File: src/rtl/mdu_pkg.sv
// Shared definitions for the iterative multiply/divide unit: op encodings,
// FSM state type and the two's-complement magnitude helper.
package mdu_pkg;

    localparam int MDU_XLEN = 32;

    localparam logic [1:0] MDU_MULT  = 2'd0;
    localparam logic [1:0] MDU_MULTU = 2'd1;
    localparam logic [1:0] MDU_DIV   = 2'd2;
    localparam logic [1:0] MDU_DIVU  = 2'd3;

    typedef enum logic [1:0] {IDLE, RUN, FIX, DONE} mdu_state_t;

    function automatic logic [MDU_XLEN-1:0] twos_mag(input logic [MDU_XLEN-1:0] x,
                                                      input logic neg);
        return neg ? (~x + MDU_XLEN'(1)) : x;
    endfunction

endpackage

File: src/rtl/mdu_sign_fix.sv
// Sign handling around the unsigned iterative core: operand magnitudes and
// result signs at issue, and the final negation of the raw result in FIX.
module mdu_sign_fix
    import mdu_pkg::*;
#(
    parameter int XLEN = MDU_XLEN
) (
    input  logic [1:0]      i_op,
    input  logic [XLEN-1:0] i_a,
    input  logic [XLEN-1:0] i_b,
    input  logic [1:0]      i_res_op,
    input  logic [XLEN-1:0] i_acc,
    input  logic [XLEN-1:0] i_mq,
    input  logic            i_neg_lo,
    input  logic            i_neg_hi,
    output logic [XLEN-1:0] o_mag_a,
    output logic [XLEN-1:0] o_mag_b,
    output logic            o_neg_lo,
    output logic            o_neg_hi,
    output logic [XLEN-1:0] o_hi,
    output logic [XLEN-1:0] o_lo
);
    logic w_signed, w_sa, w_sb;

    assign w_signed = (i_op == MDU_MULT) || (i_op == MDU_DIV);
    assign w_sa     = w_signed & i_a[XLEN-1];
    assign w_sb     = w_signed & i_b[XLEN-1];
    assign o_mag_a  = twos_mag(i_a, w_sa);
    assign o_mag_b  = twos_mag(i_b, w_sb);
    assign o_neg_lo = w_sa ^ w_sb;
    // Product negates as a whole; a divide remainder follows the dividend.
    assign o_neg_hi = (i_op == MDU_MULT) ? (w_sa ^ w_sb) : w_sa;

    assign o_lo = twos_mag(i_mq, i_neg_lo);
    // Negating a double-width product: the upper half only takes the +1
    // carry when the lower half is zero, otherwise it is a plain invert.
    assign o_hi = (i_res_op == MDU_MULT && i_neg_hi && i_mq != '0) ? ~i_acc
                                                                    : twos_mag(i_acc, i_neg_hi);
endmodule

File: src/rtl/mdu_iterative.sv
// Iterative multiply/divide unit: shift-add multiply and restoring divide,
// one bit per cycle. Define MDU_EARLY_OUT_EN for data-dependent multiply exit.
module mdu_iterative
    import mdu_pkg::*;
#(
    parameter int XLEN = MDU_XLEN
) (
    input  logic            clk,
    input  logic            rst_b,
    input  logic            start,
    input  logic [1:0]      op,
    input  logic [XLEN-1:0] input1,
    input  logic [XLEN-1:0] input2,
    input  logic            flush,
    output logic            busy,
    output logic            done,
    output logic [XLEN-1:0] hi,
    output logic [XLEN-1:0] lo,
    output logic            div_by_zero
);
    localparam int CW = $clog2(XLEN + 1);

    mdu_state_t      r_state;
    logic [1:0]      r_op;
    logic [CW-1:0]   r_count;
    logic [XLEN-1:0] r_acc, r_mq, r_b;
    logic            r_neg_lo, r_neg_hi, r_dz;

    logic [XLEN-1:0]   w_mag_a, w_mag_b, w_res_hi, w_res_lo;
    logic              w_neg_lo, w_neg_hi, w_early;
    logic [XLEN:0]     w_sum, w_rem_sh;
    logic [XLEN-1:0]   w_diff;
    logic              w_ge;
    logic [2*XLEN-1:0] w_step, w_mul_next;

    mdu_sign_fix #(.XLEN(XLEN)) u_sign_fix (
        .i_op     (op),
        .i_a      (input1),
        .i_b      (input2),
        .i_res_op (r_op),
        .i_acc    (r_acc),
        .i_mq     (r_mq),
        .i_neg_lo (r_neg_lo),
        .i_neg_hi (r_neg_hi),
        .o_mag_a  (w_mag_a),
        .o_mag_b  (w_mag_b),
        .o_neg_lo (w_neg_lo),
        .o_neg_hi (w_neg_hi),
        .o_hi     (w_res_hi),
        .o_lo     (w_res_lo)
    );

    assign w_sum  = {1'b0, r_acc} + (r_mq[0] ? {1'b0, r_b} : '0);
    assign w_step = {w_sum[XLEN:1], w_sum[0], r_mq[XLEN-1:1]};

    assign w_rem_sh = {r_acc, r_mq[XLEN-1]};
    assign w_ge     = w_rem_sh >= {1'b0, r_b};
    assign w_diff   = w_rem_sh[XLEN-1:0] - r_b;

`ifdef MDU_EARLY_OUT_EN
    // Multiplier bits [count-1:1] are the ones not yet consumed after this step.
    logic [XLEN-1:0] w_rest_mask;
    assign w_rest_mask = ((XLEN'(1) << r_count) - XLEN'(1)) & ~XLEN'(1);
    assign w_early     = !r_op[1] && ((r_mq & w_rest_mask) == '0);
    assign w_mul_next  = w_early ? (w_step >> (r_count - CW'(1))) : w_step;
`else
    assign w_early    = 1'b0;
    assign w_mul_next = w_step;
`endif

    always_ff @(posedge clk or negedge rst_b) begin
        if (!rst_b) begin
            r_state     <= IDLE;
            r_op        <= MDU_MULT;
            r_count     <= '0;
            r_acc       <= '0;
            r_mq        <= '0;
            r_b         <= '0;
            r_neg_lo    <= 1'b0;
            r_neg_hi    <= 1'b0;
            r_dz        <= 1'b0;
            busy        <= 1'b0;
            done        <= 1'b0;
            hi          <= '0;
            lo          <= '0;
            div_by_zero <= 1'b0;
        end else begin
            done <= 1'b0;
            case (r_state)
                IDLE: begin
                    // busy is still high during the done cycle, which masks start.
                    busy <= 1'b0;
                    if (start && !busy && !flush) begin
                        busy     <= 1'b1;
                        r_op     <= op;
                        r_neg_lo <= w_neg_lo;
                        r_neg_hi <= w_neg_hi;
                        if (op[1] && input2 == '0) begin
                            r_acc   <= input1;
                            r_mq    <= '1;
                            r_dz    <= 1'b1;
                            r_state <= DONE;
                        end else begin
                            r_acc   <= '0;
                            r_mq    <= op[1] ? w_mag_a : w_mag_b;
                            r_b     <= op[1] ? w_mag_b : w_mag_a;
                            r_dz    <= 1'b0;
                            r_count <= CW'(XLEN);
                            r_state <= RUN;
                        end
                    end
                end
                RUN: begin
                    if (flush) begin
                        busy    <= 1'b0;
                        r_state <= IDLE;
                    end else begin
                        if (r_op[1]) begin
                            r_acc <= w_ge ? w_diff : w_rem_sh[XLEN-1:0];
                            r_mq  <= {r_mq[XLEN-2:0], w_ge};
                        end else begin
                            {r_acc, r_mq} <= w_mul_next;
                        end
                        r_count <= w_early ? '0 : r_count - CW'(1);
                        if (w_early || r_count == CW'(1)) r_state <= FIX;
                    end
                end
                FIX: begin
                    if (flush) begin
                        busy    <= 1'b0;
                        r_state <= IDLE;
                    end else begin
                        r_acc   <= w_res_hi;
                        r_mq    <= w_res_lo;
                        r_state <= DONE;
                    end
                end
                DONE: begin
                    r_state <= IDLE;
                    if (flush) begin
                        busy <= 1'b0;
                    end else begin
                        done        <= 1'b1;
                        hi          <= r_acc;
                        lo          <= r_mq;
                        div_by_zero <= r_dz;
                    end
                end
                default: r_state <= IDLE;
            endcase
        end
    end
endmodule

File: config.mk
export PLATFORM = sky130hd
export DESIGN_NAME = mdu_iterative
export DESIGN_NICKNAME = d
export VERILOG_FILES = /design/src/rtl/mdu_pkg.sv /design/src/rtl/mdu_sign_fix.sv /design/src/rtl/mdu_iterative.sv
export SDC_FILE = /design/constraint.sdc
export NUM_CORES = 1
export LEC_CHECK = 0
export CORE_ASPECT_RATIO = 0.5
export CORE_MARGIN = 2
export CORE_UTILIZATION = 60
export DETAILED_ROUTE_END_ITERATION = 8
export GPL_ROUTABILITY_DRIVEN = 0
export PLACE_DENSITY = 0.82
export SETUP_SLACK_MARGIN = 0.3
export SLEW_MARGIN = 20
export SYNTH_ARGS = -nofsm -noshare
export SYNTH_HDL_FRONTEND = slang
export SYNTH_SLANG_ARGS = --single-unit
File: constraint.sdc
create_clock -name clk -period 5.08 [get_ports clk]
set_input_delay 1.016 -clock clk [delete_from_list [all_inputs] [get_ports clk]]
set_output_delay 1.016 -clock clk [all_outputs]
set_load 0.01 [all_outputs]
# After elaboration in Yosys (flattened, before gate mapping)
# Cells that the tools add are included.
[word_totals]
ram_bits = 0
mem_count = 0
ff_bits = 176
out_inout_bits = 67
rom_bits = 0
latch_bits = 0
elab_cells = 105
in_bits = 70
[op_classes]
n_eq_ne = 13
div_mod_pow = 0
multipliers = 0
reduce_logical = 23
addsub = 7
magnitude_cmp = 1
muxes = 38
n_shift = 0
bitwise_logic = 9
[ops]
columns = ["operator", "n"]
rows = [
  ["$mux W32", 19],
  ["$pmux W32 S3", 2],
  ["$add A32 B1 Y32 const B", 4],
  ["$not A32 Y32", 4],
  ["$add A32 B32 Y33", 1],
  ["$ge A33 B32 Y1", 1],
  ["$logic_not A32 Y1", 1],
  ["$reduce_bool A32 Y1", 1],
  ["$sub A32 B32 Y32", 1],
  ["$mux W6", 3],
  ["$pmux W6 S2", 1],
  ["$mux W2", 5],
  ["$ne A2 B2 Y1 const B", 5],
  ["$reduce_and A5 Y1", 2],
  ["$pmux W2 S4", 1],
  ["$eq A2 B2 Y1 const B", 3],
  ["$eq A6 B1 Y1 const B", 1],
  ["$logic_not A2 Y1", 3],
  ["$mux W1", 6],
  ["$reduce_and A2 Y1", 3],
  ["$sub A6 B1 Y6 const B", 1],
  ["$logic_and A1 B1 Y1", 5],
  ["$reduce_and A4 Y1", 1],
  ["$ne A3 B2 Y1 const B", 1],
  ["13 further kinds", 16],
]

# Logic depth before layout (Yosys ltp)
# Gate-level depths: netlist of the first run.
[logic_depth]
ltp_word = 8
ltp_mapped = 15
ltp_nobuf = 13

# Hierarchy
# From an unflattened synthesis of the first run, not the netlist that was laid out.
[unflattened]
cells_unflattened = 2011
hier_area_um2 = 16624.7
[by_module_without_submodules]
columns = ["module", "n_inst", "seq_area_each_um2", "cells_each", "area_each_um2"]
rows = [
  ["mdu_iterative", 1, 4404.2, 1564, 13704.4],
  ["mdu_sign_fix", 1, 0.0, 447, 2920.3],
]

# Worst setup path after synthesis of the first run
# OpenSTA, ideal clock, no wires.
[synth_path]
path_type = "input port to flip-flop"
from = "input input2[17]"
to = "register r_b[13]"
path_buffers = 2
t_required_ps = 4955
setup_time_ps = 125
arrival_time_ps = 3491
setup_slack_ps = 1464
stages = 8
cell_sequence = "or4_1 -> or4_1 -> nor4_2 -> and4_1 -> or2_2 -> clkbuf_1 -> buf_2 -> mux2_2"
[synth_via]
elab_chain_cells = 4
[synth_rtl]
columns = ["item", "line_no", "rtl"]
rows = [
  ["from (decl)", "mdu_iterative.sv:13", "input logic [XLEN-1:0] input2,"],
  ["$logic_not A32 Y1", "mdu_iterative.sv:98", "if (op[1] && input2 == '0) begin"],
  ["$logic_and A1 B1 Y1", "mdu_iterative.sv:98", ""],
  ["$not A1 Y1 (no line)", "n/a", ""],
  ["$reduce_and A3 Y1 (no line)", "n/a", ""],
  ["to (signal assigned)", "mdu_iterative.sv:106", "r_b <= op[1] ? w_mag_b : w_mag_a;"],
  ["to (decl)", "mdu_iterative.sv:26", "logic [XLEN-1:0] r_acc, r_mq, r_b;"],
]
# Every way passes these cells.
# A chain may end at the register's enable or synchronous reset.

# Final worst setup path of the first run
[layout_path]
from = "register r_mq[0]"
to = "register r_acc[29]"
[layout_via]
elab_chain_cells = 5
elab_cells_between_ends = 11
cone_classes = "add/sub: 1; eq/ne: 1; mux: 6; reduce/logical: 3"
[layout_rtl]
columns = ["item", "line_no", "rtl"]
rows = [
  ["from (decl)", "mdu_iterative.sv:26", ""],
  ["from (signal assigned)", "mdu_iterative.sv:105", "r_mq <= op[1] ? w_mag_a : w_mag_b;"],
  ["from (signal assigned)", "mdu_iterative.sv:120", "r_mq <= {r_mq[XLEN-2:0], w_ge};"],
  ["from (signal assigned)", "mdu_iterative.sv:122", "{r_acc, r_mq} <= w_mul_next;"],
  ["$mux W32 / $reduce_bool A32 Y1 (equally long branches)", "mdu_iterative.sv:53, mdu_sign_fix.sv:37", ""],
  ["$add A32 B32 Y33 / $logic_and A1 B1 Y1 (equally long branches)", "mdu_iterative.sv:53, mdu_sign_fix.sv:37", ""],
  ["$mux W32 (on tied branches)", "mdu_iterative.sv:118, mdu_sign_fix.sv:37", ""],
  ["$mux W32 (on tied branches)", "mdu_iterative.sv:114, mdu_iterative.sv:129", ""],
  ["$pmux W32 S3", "mdu_iterative.sv:89", "case (r_state)"],
  ["to (signal assigned)", "mdu_iterative.sv:99", "r_acc <= input1;"],
  ["to (signal assigned)", "mdu_iterative.sv:119", "r_acc <= w_ge ? w_diff : w_rem_sh[XLEN-1:0];"],
  ["to (signal assigned)", "mdu_iterative.sv:122", ""],
  ["to (decl)", "mdu_iterative.sv:26", ""],
]
# Several ways; a longest one is shown, not always the timed one. The select of a mux whose other input is x is not followed.

==> results.txt, run 1 <==
The run finished with clean final reports. The logs give 0.6849 for the post-layout utilization of the core and 26220 um2 for the core area. After global routing the overflow that remains totals 0. The arrival time at the worst endpoint came out at 4.75 ns.

The number of antenna violations at the first check in global routing was 1; the maximum level of the CTS H-tree was 4. Leaving out fill and tap cells, the most frequent cells in the layout are sky130_fd_sc_hd__nor2_1 (207), sky130_fd_sc_hd__a21oi_1 (203), sky130_fd_sc_hd__nand2_1 (184), sky130_fd_sc_hd__dfrtp_1 (175), sky130_fd_sc_hd__o21ai_0 (171). Average cell area after synthesis: 7.900 um2.

The run gives 2013 as the gate count of the mapped netlist. The number of enable-type register cells in the synthesized netlist is 0, and the height of the die is 119.1 um. The initialized floorplan defines 42 standard-cell rows.

Relative to the synthesized area, the layout overhead comes to 12.94%. The critical path contains buffers and inverters numbering 3 combined. The net count of the finished layout is 2205. The start-to-end type of the worst setup path was flip-flop to flip-flop.

Buffers added to address setup during post-CTS repair amount to 0. The critical path crosses 14 cells after its start point. The share of synthesized registers carrying an async set or reset was 1.000; the clock network latency to the later pin of the worst-skew pair was 0.47 ns.

The final clock period utilization by the worst path is 0.8613, and the clock tree skew after final layout is 0.01423 ns. The clock passes through at most 2 buffers. Count of cell types in the netlist: 88.

Most common flop cell mapped by yosys: sky130_fd_sc_hd__dfrtp_1. Across the run, the number of max-cap violations was 0. Of all nets on the critical path, the largest fanout is 29. The pin count of the biggest net entering global routing was 119. The routed wire length per instance is 21.82 um. Area of the mapped netlist: 15900 um2.

Once detail routing completed, the nets flagged for antenna violations numbered 0. The peak ir drop on the vdd network is 0.0004483 V, and the worst setup slack after placement is 0.4602 ns. Setup repair after global routing left no endpoint under its margin. Total power per unit cell area: 727.9 nW/um2. The via count of the first global-routing pass is 14.88k, and the final number of max-transition violations is 0. Before antenna repair, the detailed router went through 9 iterations. Number of warnings printed during yosys synthesis: 0. The initial cell density of the core was 0.6065; the antenna cell count was 0. Based on the critical path, the design can be clocked at up to 0.2286 GHz. Port buffering added 136 buffers. Class of the tightest hold or removal check: flip-flop to flip-flop. TritonCTS built the clock tree. The worst slew slack as a fraction of its limit was 0.3490. The worst path in the final design needs a cycle of 4.375 ns, including I/O delays and setup.

The largest single stage delay on the critical path is 0.62 ns. The library cell used most frequently in the layout, excluding fill and tap cells, is sky130_fd_sc_hd__nor2_1. The floorplan step defined a die boundary enclosing 27900 um2.

Data required time of the worst path: 5.45 ns. The logs give 38.55 mm for the estimated wirelength of the detail-placed design and 0 for the quantity of hold-fixing buffers added after cts. The detailed router finished its first iteration with 2346 violations. The instance count along the most critical hold path was 2; the residual DRC count was 0. Setup violations remaining at the end of the flow were counted as 0.

After clock tree synthesis, the clock-pin slew on the worst setup and hold paths is 0.08 ns. Adding up every negative setup slack in the final design gives 0 ns. Wires add up to 52.85 mm. The tools report the sort of element at the start of the critical path as a flip-flop.

The slowest stage of the critical path is the sky130_fd_sc_hd__o31ai_1 cell. The die boundary width was 234.2 um; the share of post-route cells with drive strength above 1 was 0.08937. The global-route wire length before repair was 83.14 mm. The cell sitting at the root of the clock tree is a sky130_fd_sc_hd__clkbuf_16.

The sequential cell area fraction in the yosys report is 0.2769, and the overall track demand over capacity in global routing is 0.3839. The number of clock buffers added by TritonCTS is 17. Per-cell via count in the routed design: 6.710. Count of endpoints failing hold in the final timing report: 0. Grouping stages by cell kind, the critical path spends the most delay in compound AO/OA/AOI/OAI gates. Once routing completed, OpenROAD measured the worst setup slack at 0.7047 ns.

Traced cell by cell, the critical path runs through clkinv_1, buf_4, nor2_1, ha_1, nand2_1, o21ai_0, a221oi_1, buf_4, o21ai_0, a21oi_1, o31ai_1, a31oi_1, a211o_1, o31ai_1. After clock tree synthesis, the repair step resized 0 gates. The overall via count from detail_route came out at 16.25k. For the worst flop-to-flop path, the logic depth is 14.

For this design the static power due to leakage is 0.007665 uW. The net count after synthesis is 2160, and the synthesized flop and latch total is 176. 137 I/O pins were placed. The capturing element type of the critical path is a flip-flop. The clock drives 176 sinks. Slew at the pin closest to its max-slew limit: 0.9766 ns.
==> worst reg2reg max path: stages (launching register included) <==
cell and delay, ns:
sky130_fd_sc_hd__dfrtp_1 0.44, sky130_fd_sc_hd__clkinv_1 0.19, sky130_fd_sc_hd__buf_4 0.36, sky130_fd_sc_hd__nor2_1 0.11, sky130_fd_sc_hd__ha_1 0.39, sky130_fd_sc_hd__nand2_1 0.07, sky130_fd_sc_hd__o21ai_0 0.50, sky130_fd_sc_hd__a221oi_1 0.17
sky130_fd_sc_hd__buf_4 0.19, sky130_fd_sc_hd__o21ai_0 0.29, sky130_fd_sc_hd__a21oi_1 0.20, sky130_fd_sc_hd__o31ai_1 0.63, sky130_fd_sc_hd__a31oi_1 0.23, sky130_fd_sc_hd__a211o_1 0.30, sky130_fd_sc_hd__o31ai_1 0.22
==> through the flow <==
step	power (uW)	hold slack [ns]	cells	cell area, um2
6_report	13070	0.4854	2422	17960
5_1_grt	13950	0.5151	2422	17960
4_1_cts	12730	0.4884	2422	17960
3_5_place_dp	11270	0.4727	2391	17380
3_3_place_gp	11110	0.4628	2391	17380
2_1_floorplan	8744	0.4407	2013	15900
==> report_power, final <==
group	switching, uW	internal, uW
clock	646	734
sequential	896	2040
combinational	5200	3550
total	6740	6330
==> Yosys cell counts, types with 8 or more instances <==
cell	n	area share
sky130_fd_sc_hd__o211ai_1	17	0.0080
sky130_fd_sc_hd__nand3_1	32	0.010
sky130_fd_sc_hd__xnor2_1	69	0.038
sky130_fd_sc_hd__buf_1	8	0.0019
sky130_fd_sc_hd__a31oi_1	17	0.0067
sky130_fd_sc_hd__nand2_1	184	0.043
sky130_fd_sc_hd__o21a_1	13	0.0061
sky130_fd_sc_hd__nor2_1	207	0.049
sky130_fd_sc_hd__clkbuf_1	114	0.027
sky130_fd_sc_hd__o41ai_1	8	0.0044
sky130_fd_sc_hd__and2_1	9	0.0035
sky130_fd_sc_hd__o21ai_0	171	0.054
sky130_fd_sc_hd__nand4_1	17	0.0067
sky130_fd_sc_hd__a22oi_1	26	0.012
sky130_fd_sc_hd__or4_1	10	0.0047
sky130_fd_sc_hd__mux2i_1	50	0.031
sky130_fd_sc_hd__inv_1	75	0.018
sky130_fd_sc_hd__dfrtp_1	176	0.28
sky130_fd_sc_hd__xor2_1	62	0.034
sky130_fd_sc_hd__mux2_2	75	0.053
sky130_fd_sc_hd__o31ai_1	25	0.012
sky130_fd_sc_hd__o21bai_1	11	0.0052
sky130_fd_sc_hd__nor4_1	19	0.0075
sky130_fd_sc_hd__nor3_1	57	0.018
sky130_fd_sc_hd__nand2b_1	14	0.0055
sky130_fd_sc_hd__o221ai_1	14	0.0077
sky130_fd_sc_hd__ha_1	75	0.059
sky130_fd_sc_hd__or3_1	18	0.0071
sky130_fd_sc_hd__a211oi_1	21	0.0099
sky130_fd_sc_hd__nor3b_1	9	0.0042
sky130_fd_sc_hd__a21o_1	43	0.020
sky130_fd_sc_hd__a21oi_1	203	0.064
sky130_fd_sc_hd__buf_2	10	0.0031
sky130_fd_sc_hd__a221oi_1	12	0.0066
sky130_fd_sc_hd__nor2b_1	13	0.0051
==> worst paths after layout <==
path	slack [ns]	to	startpoint
worst max-delay path	0.70	r_acc[29]$_DFFE_PN0P_	r_mq[0]$_DFFE_PN0P_
worst min-delay path	0.49	lo[29]$_DFFE_PN0P_	lo[29]$_DFFE_PN0P_
worst max register to register	0.70	r_acc[29]$_DFFE_PN0P_	r_mq[0]$_DFFE_PN0P_
worst min register to register	0.49	lo[29]$_DFFE_PN0P_	lo[29]$_DFFE_PN0P_
max in group asynchronous	3.35	hi[8]$_DFFE_PN0P_	rst_b
min in group asynchronous	0.69	r_mq[15]$_DFFE_PN0P_	rst_b
==> layout make-up <==
class / count / area (um2)
Clock buffer: 18 / 429.2
Clock inverter: 13 / 152.6
Fill cell: 2175 / 8262
Inverter: 76 / 285.3
Multi-Input combinational cell: 1617 / 10620
Sequential cell: 176 / 4408
Tap cell: 352 / 440.4
Timing Repair Buffer: 170 / 1628
==> flip-flops by register name, summed over array words and instances, names as in the netlist <==
| signal | cells |
|---|---|
| hi | 32 |
| lo | 32 |
| r_acc | 32 |
| r_b | 32 |
| r_mq | 32 |
| r_count | 6 |
| r_op | 2 |
| r_state | 2 |
| busy | 1 |
| div_by_zero | 1 |
| done | 1 |
| r_dz | 1 |
| r_neg_hi | 1 |
| r_neg_lo | 1 |
==> metal layers <==
layer	up-vias	global-route usage	routed length, um
li1	7392	-	-
met5	-	0	39
met3	156	0.1193	7294
met1	7581	0.5449	21780
met2	1121	0.5537	22050
met4	2	0.1246	1694
==> cell families after synthesis <==
| group | share of synthesized area |
|---|---|
| AOI/OAI and AO/OA | 0.2603 |
| and+or+nand+nor | 0.1877 |
| buffers and inverters | 0.05673 |
| DFF | 0.2769 |
| xor gates and xnor gates | 0.07215 |
| muxes | 0.08458 |
| adders and majority gates | 0.06153 |
No activity file was read; power rests on OpenSTA's default activity.
==> run 2, diff against run 1 <==
--- a/config.mk
+++ b/config.mk
@@ -16,3 +16,4 @@
 export SYNTH_ARGS = -nofsm -noshare
 export SYNTH_HDL_FRONTEND = slang
 export SYNTH_SLANG_ARGS = --single-unit
+export TNS_END_PERCENT = 5
==> results of run 2 <==
No change in the layout: final DEF, timing and power equal those of run 1.
